<file path="config.mk">
export PLATFORM = sky130hd
export DESIGN_NAME = uart_cmd_ctrl
export DESIGN_NICKNAME = d
export VERILOG_FILES = /design/src/rtl/uart_cmd_ctrl.sv
export SDC_FILE = /design/constraint.sdc
export NUM_CORES = 1
export LEC_CHECK = 0
export BUFFER_PORTS_ARGS = -buffer_cell sky130_fd_sc_hd__buf_4
export CAP_MARGIN = 15
export CORE_ASPECT_RATIO = 2
export CORE_MARGIN = 10
export CORE_UTILIZATION = 45
export DETAILED_ROUTE_END_ITERATION = 7
export PLACE_DENSITY = 0.74
export SLEW_MARGIN = 20
export SYNTH_ARGS = -nofsm -noshare
export SYNTH_HDL_FRONTEND = slang
export SYNTH_SLANG_ARGS = --single-unit
</file>
<file path="constraint.sdc">
create_clock -name clk -period 2.3 [get_ports clk]
set_input_delay 0 -clock clk [delete_from_list [all_inputs] [get_ports clk]]
set_output_delay 0 -clock clk [all_outputs]
set_load 0.05 [all_outputs]
</file>
<file path="src/rtl/uart_cmd_ctrl.sv">
// uart_cmd_ctrl: parses 5-byte command frames (SYNC, CMD, ARG_HI, ARG_LO, CHK)
// from the UART receiver and drives the capture configuration and strobes.
module uart_cmd_ctrl #(
  parameter logic [15:0] DIV_RST   = 16'd1,
  parameter logic [15:0] DEPTH_RST = 16'd1024,
  parameter logic [19:0] TIMEOUT   = 20'd400000,
  parameter logic [7:0]  SYNC      = 8'hA5
) (
  input  logic        clk,
  input  logic        nreset,
  input  logic [7:0]  rx_data,
  input  logic        rx_valid,
  input  logic        rx_err,
  output logic [15:0] cfg_div,
  output logic [7:0]  cfg_trig_mask,
  output logic [7:0]  cfg_trig_val,
  output logic [15:0] cfg_depth,
  output logic        arm,
  output logic        abort,
  output logic        cmd_ok,
  output logic        cmd_err,
  output logic        busy
);

  localparam int unsigned TMO_W = 20;

  localparam logic [7:0] OP_DIV   = 8'h01;
  localparam logic [7:0] OP_MASK  = 8'h02;
  localparam logic [7:0] OP_VAL   = 8'h03;
  localparam logic [7:0] OP_DEPTH = 8'h04;
  localparam logic [7:0] OP_ARM   = 8'h10;
  localparam logic [7:0] OP_ABORT = 8'h11;

  typedef enum logic [2:0] {
    S_IDLE, S_GET_CMD, S_GET_AH, S_GET_AL, S_GET_CHK, S_EXEC
  } state_e;

  state_e           state_q;
  logic [7:0]       cmd_q, ah_q, al_q;
  logic [TMO_W-1:0] tmo_q;
  logic [15:0]      div_q, depth_q;
  logic [7:0]       mask_q, val_q;
  logic             arm_q, abort_q, ok_q, err_q;

  // Frame parser, inter-byte timeout and command execution
  always_ff @(posedge clk or negedge nreset) begin
    if (!nreset) begin
      state_q <= S_IDLE;
      cmd_q   <= '0;
      ah_q    <= '0;
      al_q    <= '0;
      tmo_q   <= '0;
      div_q   <= DIV_RST;
      depth_q <= DEPTH_RST;
      mask_q  <= '0;
      val_q   <= '0;
      arm_q   <= 1'b0;
      abort_q <= 1'b0;
      ok_q    <= 1'b0;
      err_q   <= 1'b0;
    end else begin
      arm_q   <= 1'b0;
      abort_q <= 1'b0;
      ok_q    <= 1'b0;
      err_q   <= 1'b0;
      case (state_q)
        S_IDLE: begin
          tmo_q <= '0;
          if (rx_valid && rx_data == SYNC) state_q <= S_GET_CMD;
        end
        S_GET_CMD, S_GET_AH, S_GET_AL, S_GET_CHK: begin
          if (rx_err) begin
            // a framing error aborts the frame and drops any byte presented with it
            err_q   <= 1'b1;
            tmo_q   <= '0;
            state_q <= S_IDLE;
          end else if (rx_valid) begin
            tmo_q <= '0;
            case (state_q)
              S_GET_CMD: begin cmd_q <= rx_data; state_q <= S_GET_AH; end
              S_GET_AH:  begin ah_q  <= rx_data; state_q <= S_GET_AL; end
              S_GET_AL:  begin al_q  <= rx_data; state_q <= S_GET_CHK; end
              S_GET_CHK: begin
                if (rx_data == (cmd_q ^ ah_q ^ al_q)) begin
                  state_q <= S_EXEC;
                end else begin
                  err_q   <= 1'b1;
                  state_q <= S_IDLE;
                end
              end
              default:   state_q <= S_IDLE;
            endcase
          end else if (tmo_q >= TIMEOUT - TMO_W'(1)) begin
            err_q   <= 1'b1;
            tmo_q   <= '0;
            state_q <= S_IDLE;
          end else begin
            tmo_q <= tmo_q + TMO_W'(1);
          end
        end
        S_EXEC: begin
          tmo_q <= '0;
          // a byte arriving here is handled as if already back in IDLE
          state_q <= (rx_valid && rx_data == SYNC) ? S_GET_CMD : S_IDLE;
          case (cmd_q)
            OP_DIV: begin
              if ({ah_q, al_q} == 16'h0000) begin
                err_q <= 1'b1;
              end else begin
                div_q <= {ah_q, al_q};
                ok_q  <= 1'b1;
              end
            end
            OP_MASK:  begin mask_q <= al_q; ok_q <= 1'b1; end
            OP_VAL:   begin val_q  <= al_q; ok_q <= 1'b1; end
            OP_DEPTH: begin
              if ({ah_q, al_q} == 16'h0000) begin
                err_q <= 1'b1;
              end else begin
                depth_q <= {ah_q, al_q};
                ok_q    <= 1'b1;
              end
            end
            OP_ARM:   begin arm_q   <= 1'b1; ok_q <= 1'b1; end
            OP_ABORT: begin abort_q <= 1'b1; ok_q <= 1'b1; end
            default:  err_q <= 1'b1;
          endcase
        end
        default: state_q <= S_IDLE;
      endcase
    end
  end

  assign cfg_div       = div_q;
  assign cfg_trig_mask = mask_q;
  assign cfg_trig_val  = val_q;
  assign cfg_depth     = depth_q;
  assign arm           = arm_q;
  assign abort         = abort_q;
  assign cmd_ok        = ok_q;
  assign cmd_err       = err_q;
  assign busy          = (state_q != S_IDLE);

endmodule

</file>
* Word-level counts from Yosys, hierarchy flattened
Cells that the tools add are included.
Cells by class: $add $sub $neg 1, magnitude comparators 1, bitwise operators 4, reductions and logical operators 17, eq/ne operators 15, mux-type cells 27
Operators with widths (count):
- $mux 20 | 3
- $pmux 20 s2 | 1
- $add 20x1->20 const B | 1
- $ge 20x19->1 const B | 1
- $eq 8x2->1 const B | 2
- $eq 8x5->1 const B | 2
- $logic_not 16->1 | 1
- $xor 8x8->8 | 2
- $mux 3 | 5
- $mux 1 | 13
- $pmux 3 s4 | 1
- $reduce_and 4->1 | 3
- $pmux 3 s3 | 1
- $eq 8x1->1 const B | 1
- $eq 8x3->1 const B | 1
- $eq 8x8->1 | 1
- $eq 8x8->1 const B | 1
- $reduce_or 4->1 | 2
- $eq 3x2->1 const B | 2
- $eq 3x3->1 const B | 2
- $pmux 1 s2 | 3
- $reduce_and 2->1 | 3
- $reduce_and 3->1 | 2
- $ne 4x4->1 const B | 1
- 8 further kinds | 10
Word-level totals: output and inout bits 53, word-level logic and storage cells 78, bits in registers 99, bits of input ports 12

* Longest topological paths before layout
depth in word-level cells 8, gate-level depth with buffers 7, depth with buffers taken out 6

* Worst setup path before layout
No wires, ideal clock.
path type register to register, from register state_q[2], to register tmo_q[16], library setup time 0.082 ns, arrival 1.900 ns, required time 2.218 ns, setup slack 0.318 ns, stages on the path, launching flop included 7, period minus slack after synthesis 1.982 ns, path buffers 1, cell sequence dfrtp_1 > or3_1 > nand2_1 > a211oi_4 > buf_4 > o21ai_0 > a31oi_1
Between the ends: word-level cells in the longest chain between the ends 3, elaborated cells between the ends (all ways) 10, those cells by class 5 x eq/ne; 1 x mux; 4 x reduce/logical
RTL lines:
- from (decl) | RTL line 38 | state_e state_q;
- from (signal assigned) | RTL line 104 | state_q <= (rx_valid && rx_data == SYNC) ? S_GET_CMD : S_IDLE;
- $eq 3x1->1, or another cell as far along | RTL line 66 | case (state_q)
- $reduce_or 4->1 / $reduce_or 2->1 (equally long branches)
- $pmux 20 s2 / $reduce_bool 2->1 (equally long branches)
- to (signal assigned) | RTL line 98 | tmo_q <= tmo_q + TMO_W'(1);
- to (decl) | RTL line 40 | logic [TMO_W-1:0] tmo_q;
Parallel ways exist; a longest one is shown, timed or not. A chain may end at the register's enable or synchronous reset.

* Worst setup path in the final report
from register state_q[1], to register mask_q[5], in the netlist cfg_trig_mask[5]
Between the ends: word-level cells in the longest chain between the ends 2
RTL lines:
- $eq 3x3->1 | RTL line 66
- $reduce_and 2->1 (no source line)
- to (signal assigned) | RTL line 55 | mask_q <= '0;
- to (signal assigned) | RTL line 114 | OP_MASK: begin mask_q <= al_q; ok_q <= 1'b1; end
- to (decl) | RTL line 42 | logic [7:0] mask_q, val_q;
No other way between the ends.

==> metrics.cfg <==
[sta]
post-route-min-period_ns=2.10
hold_viol=0
final.setup_skew_ns=0.00582
setup_tns_ns=0
slew-limit-headroom_pct=53.0
finalSetupViolCount=0
layout_worst_path_cycle_share_pct=91.2
grt_setup_unrepaired=no
final-max-slew-violation-count=0
worst_slew_pin_slew_ns=0.705
fmax_mhz=477

[drt]
drtAntennaViolNets=0
drtIter0Drc=100
drt_first_pass_iters=4
drt-wirelength-per-cell_um=18.3
post_drt_via_cell_ratio=5.47
drc_errors=0
vias_post_dr=3260
totalWireLength_mm=10.9

[worst_setup_path]
rr_worst_depth=5
start_kind=register
r2r_slack_ns=0.20
worstReg2RegStart=state_q[1]
critical_path_peak_fanout=12
worstPathRequired_ns=2.53
timing.setup.critical_path_class=reg -> reg
r2r_end=cfg_trig_mask[5]
critPathArrivalTime_ns=2.33
endpoint_kind=register
worst_setup_path_startpoint=state_q[1]
crit_end=cfg_trig_mask[5]

[synthesis]
synth-main-ff-cell=dfrtp_1
synthCells=374
post_synth_main_area_contributors=dfrtp_1 (52%), mux2_2 (14%), mux2_4 (3.2%)
synth.cell_area_um2=4670
ys_warn_count=0
synth-seq-cells=99
synthesized_area_per_cell_um2=12.5
postSynthNetCount=387
yosysTopAreaCellShare_pct=52.0
synthArstFlopShare_pct=100
synth_area_leader_cell=dfrtp_1
synth_edf_count=0
yosysUniqueCellTypes=56
yosysSeqAreaShare_pct=53.1

[outcome]
run_status=finished, final reports clean

[floorplanning]
initial_core_util_pct=46.0
die_h_um=164
fp.coreArea_um2=10100
fp-row-count=52
die_w_um=92.1
design.portCount=65
fp.dieArea_um2=15100

[worst_hold_path]
timing.hold.worst.class=in -> reg

[placed_design]
post-dp-hpwl_mm=8.38
finalWeightedCongestion=0.847
buffer_ports.inserted=64
placedInstanceArea_um2=5330

[clock_tree]
cts_tree=yes
cts_sinks=99
post_cts.resized_instances=0
cts_root_buf=clkbuf_16
numCtsBuffers=9
clock_path_buffers=2
clk_transition_reported_paths_ns=0.07
clock_latency_ns=0.34
cts_htree_levels=3
postCtsHoldBufs=9
cts.repair_timing.setup_buffer_count=0

[global_routing]
global_route_wire_length_before_repair_mm=17.9
grt_antenna_before_repair=0
leftover_overflow_at_the_end_of_global_routing=0
grt_util_all_layers_pct=14.8
grt_max_degree=59
via_count_of_the_first_global_routing_pass=3589

[finish]
stdcell_area_um2=5700
layout.nets=469
layout-drive-gt1-share_pct=38.2
insertedDiodeCount=0
synth_to_layout_area_growth_pct=22.1
nFillCells=868

[power]
worst_ir_drop_vdd_uv=374
leakagePower_nw=2.82
pwr_density_cell_nw_per_um2=579
totalPowerFinal_mw=3.30

[flow_run]
cap_violations=0

[kinds of logic after synthesis]
group,count (synthesis),synth area share [%]
AO/OA/AOI/OAI,56,8.09
XOR/XNOR,27,5.06
adder cells (fa/ha/maj),1,0.268
buffers and inverters,22,2.54
flip-flops,99,53.1
multiplexers,71,17.9
AND/OR/NAND/NOR,98,13.0
[per-stage QoR]
step	std cells	hold WS, ns	setup WS [ns]	util, %
after detailed placement	571	0.0918	0.192	52.5
final	596	0.189	0.203	56.2
after global routing	596	0.234	0.0516	56.2
after floorplan	374	-0.296	0.318	-
after CTS	596	0.183	0.184	56.2
after global placement	571	0.0893	0.255	52.5
[final cells by class]
| type | instances | area [um^2] | share of cell area [%] |
|---|---|---|---|
| Timing Repair Buffer | 86 | 668 | 11.7 |
| Clock inverter | 7 | 61.3 | 1.08 |
| Sequential cell | 99 | 2480 | 43.5 |
| Inverter | 7 | 26.3 | 0.461 |
| Tap cell | 135 | 169 | 2.96 |
| Clock buffer | 9 | 225 | 3.95 |
| Multi-Input combinational cell | 253 | 2070 | 36.4 |
[registers in the layout (all words and copies together) (netlist names), 8 cells and up]
register,cells
cfg_trig_val,8
tmo_q,20
cfg_trig_mask,8
al_q,8
ah_q,8
cfg_div,16
cfg_depth,16
cmd_q,8
[critical path, cell delays in order, from the launching register on]
cell and delay [ns]:
dfrtp_1 0.50, and2b_1 0.34, nand3b_2 0.17, nor2_2 0.19
nand3b_1 0.37, mux2_2 0.41
[layout by cell type, fill, tap and decap left out, types with 7 or more instances in the layout]
master,count
dfrtp_1,97
buf_4,77
mux2_2,58
nand2_1,23
xnor2_1,16
a31oi_1,16
xor2_1,11
nor2_1,11
o21ai_0,11
nand3_1,10
a21oi_1,10
mux2_4,10
clkbuf_16,9
dlygate4sd3_1,9
nor4_1,8
inv_1,7
[report_power, final]
group          switching (mW)  internal (mW)
clock                   0.665          0.751
combinational          0.0780         0.0533
sequential            0.00800           1.74
[per-layer routing]
metal / track usage [%] / vias up / share of wire (%)
li1: - / 1535 / -
met1: 14.1 / 1620 / 35
met2: 28.3 / 78 / 57
met3: 3.38 / 27 / 4.3
met4: 7.62 / 0 / 3.5
met5: 0 / - / 0
[synthesized netlist by cell type, types with 2 or more instances]
master / number
mux2_4: 10
and2_1: 3
a21oi_1: 10
a221o_1: 2
buf_4: 3
buf_2: 2
o21ai_0: 11
nor2_1: 11
nor3b_1: 3
xor2_1: 11
and3_1: 4
a31oi_1: 16
a2bb2oi_1: 2
nand2b_1: 6
mux2_2: 58
buf_6: 3
dfrtp_1: 97
clkbuf_1: 7
inv_1: 7
nand4_1: 5
nor4b_1: 2
xnor2_1: 16
nand3_1: 10
nor3_1: 6
dfstp_2: 2
mux2_1: 3
a41oi_1: 4
o211ai_1: 3
nand2_1: 23
nor4_1: 8
[worst min-delay path by stage]
| stage | from | endpoint | slack, ns | depth (start not counted) |
|---|---|---|---|---|
| after floorplan | nreset | abort | -0.30 | 0 |
| after CTS | rx_valid | cmd_err | 0.18 | 4 |
| after detailed placement | nreset | cfg_depth[11] | 0.09 | 1 |
| after global routing | rx_valid | cmd_err | 0.23 | 4 |
| after global placement | nreset | cfg_div[11] | 0.09 | 1 |
| final | rx_valid | cmd_err | 0.19 | 4 |
No activity file was read; power rests on OpenSTA's default activity.
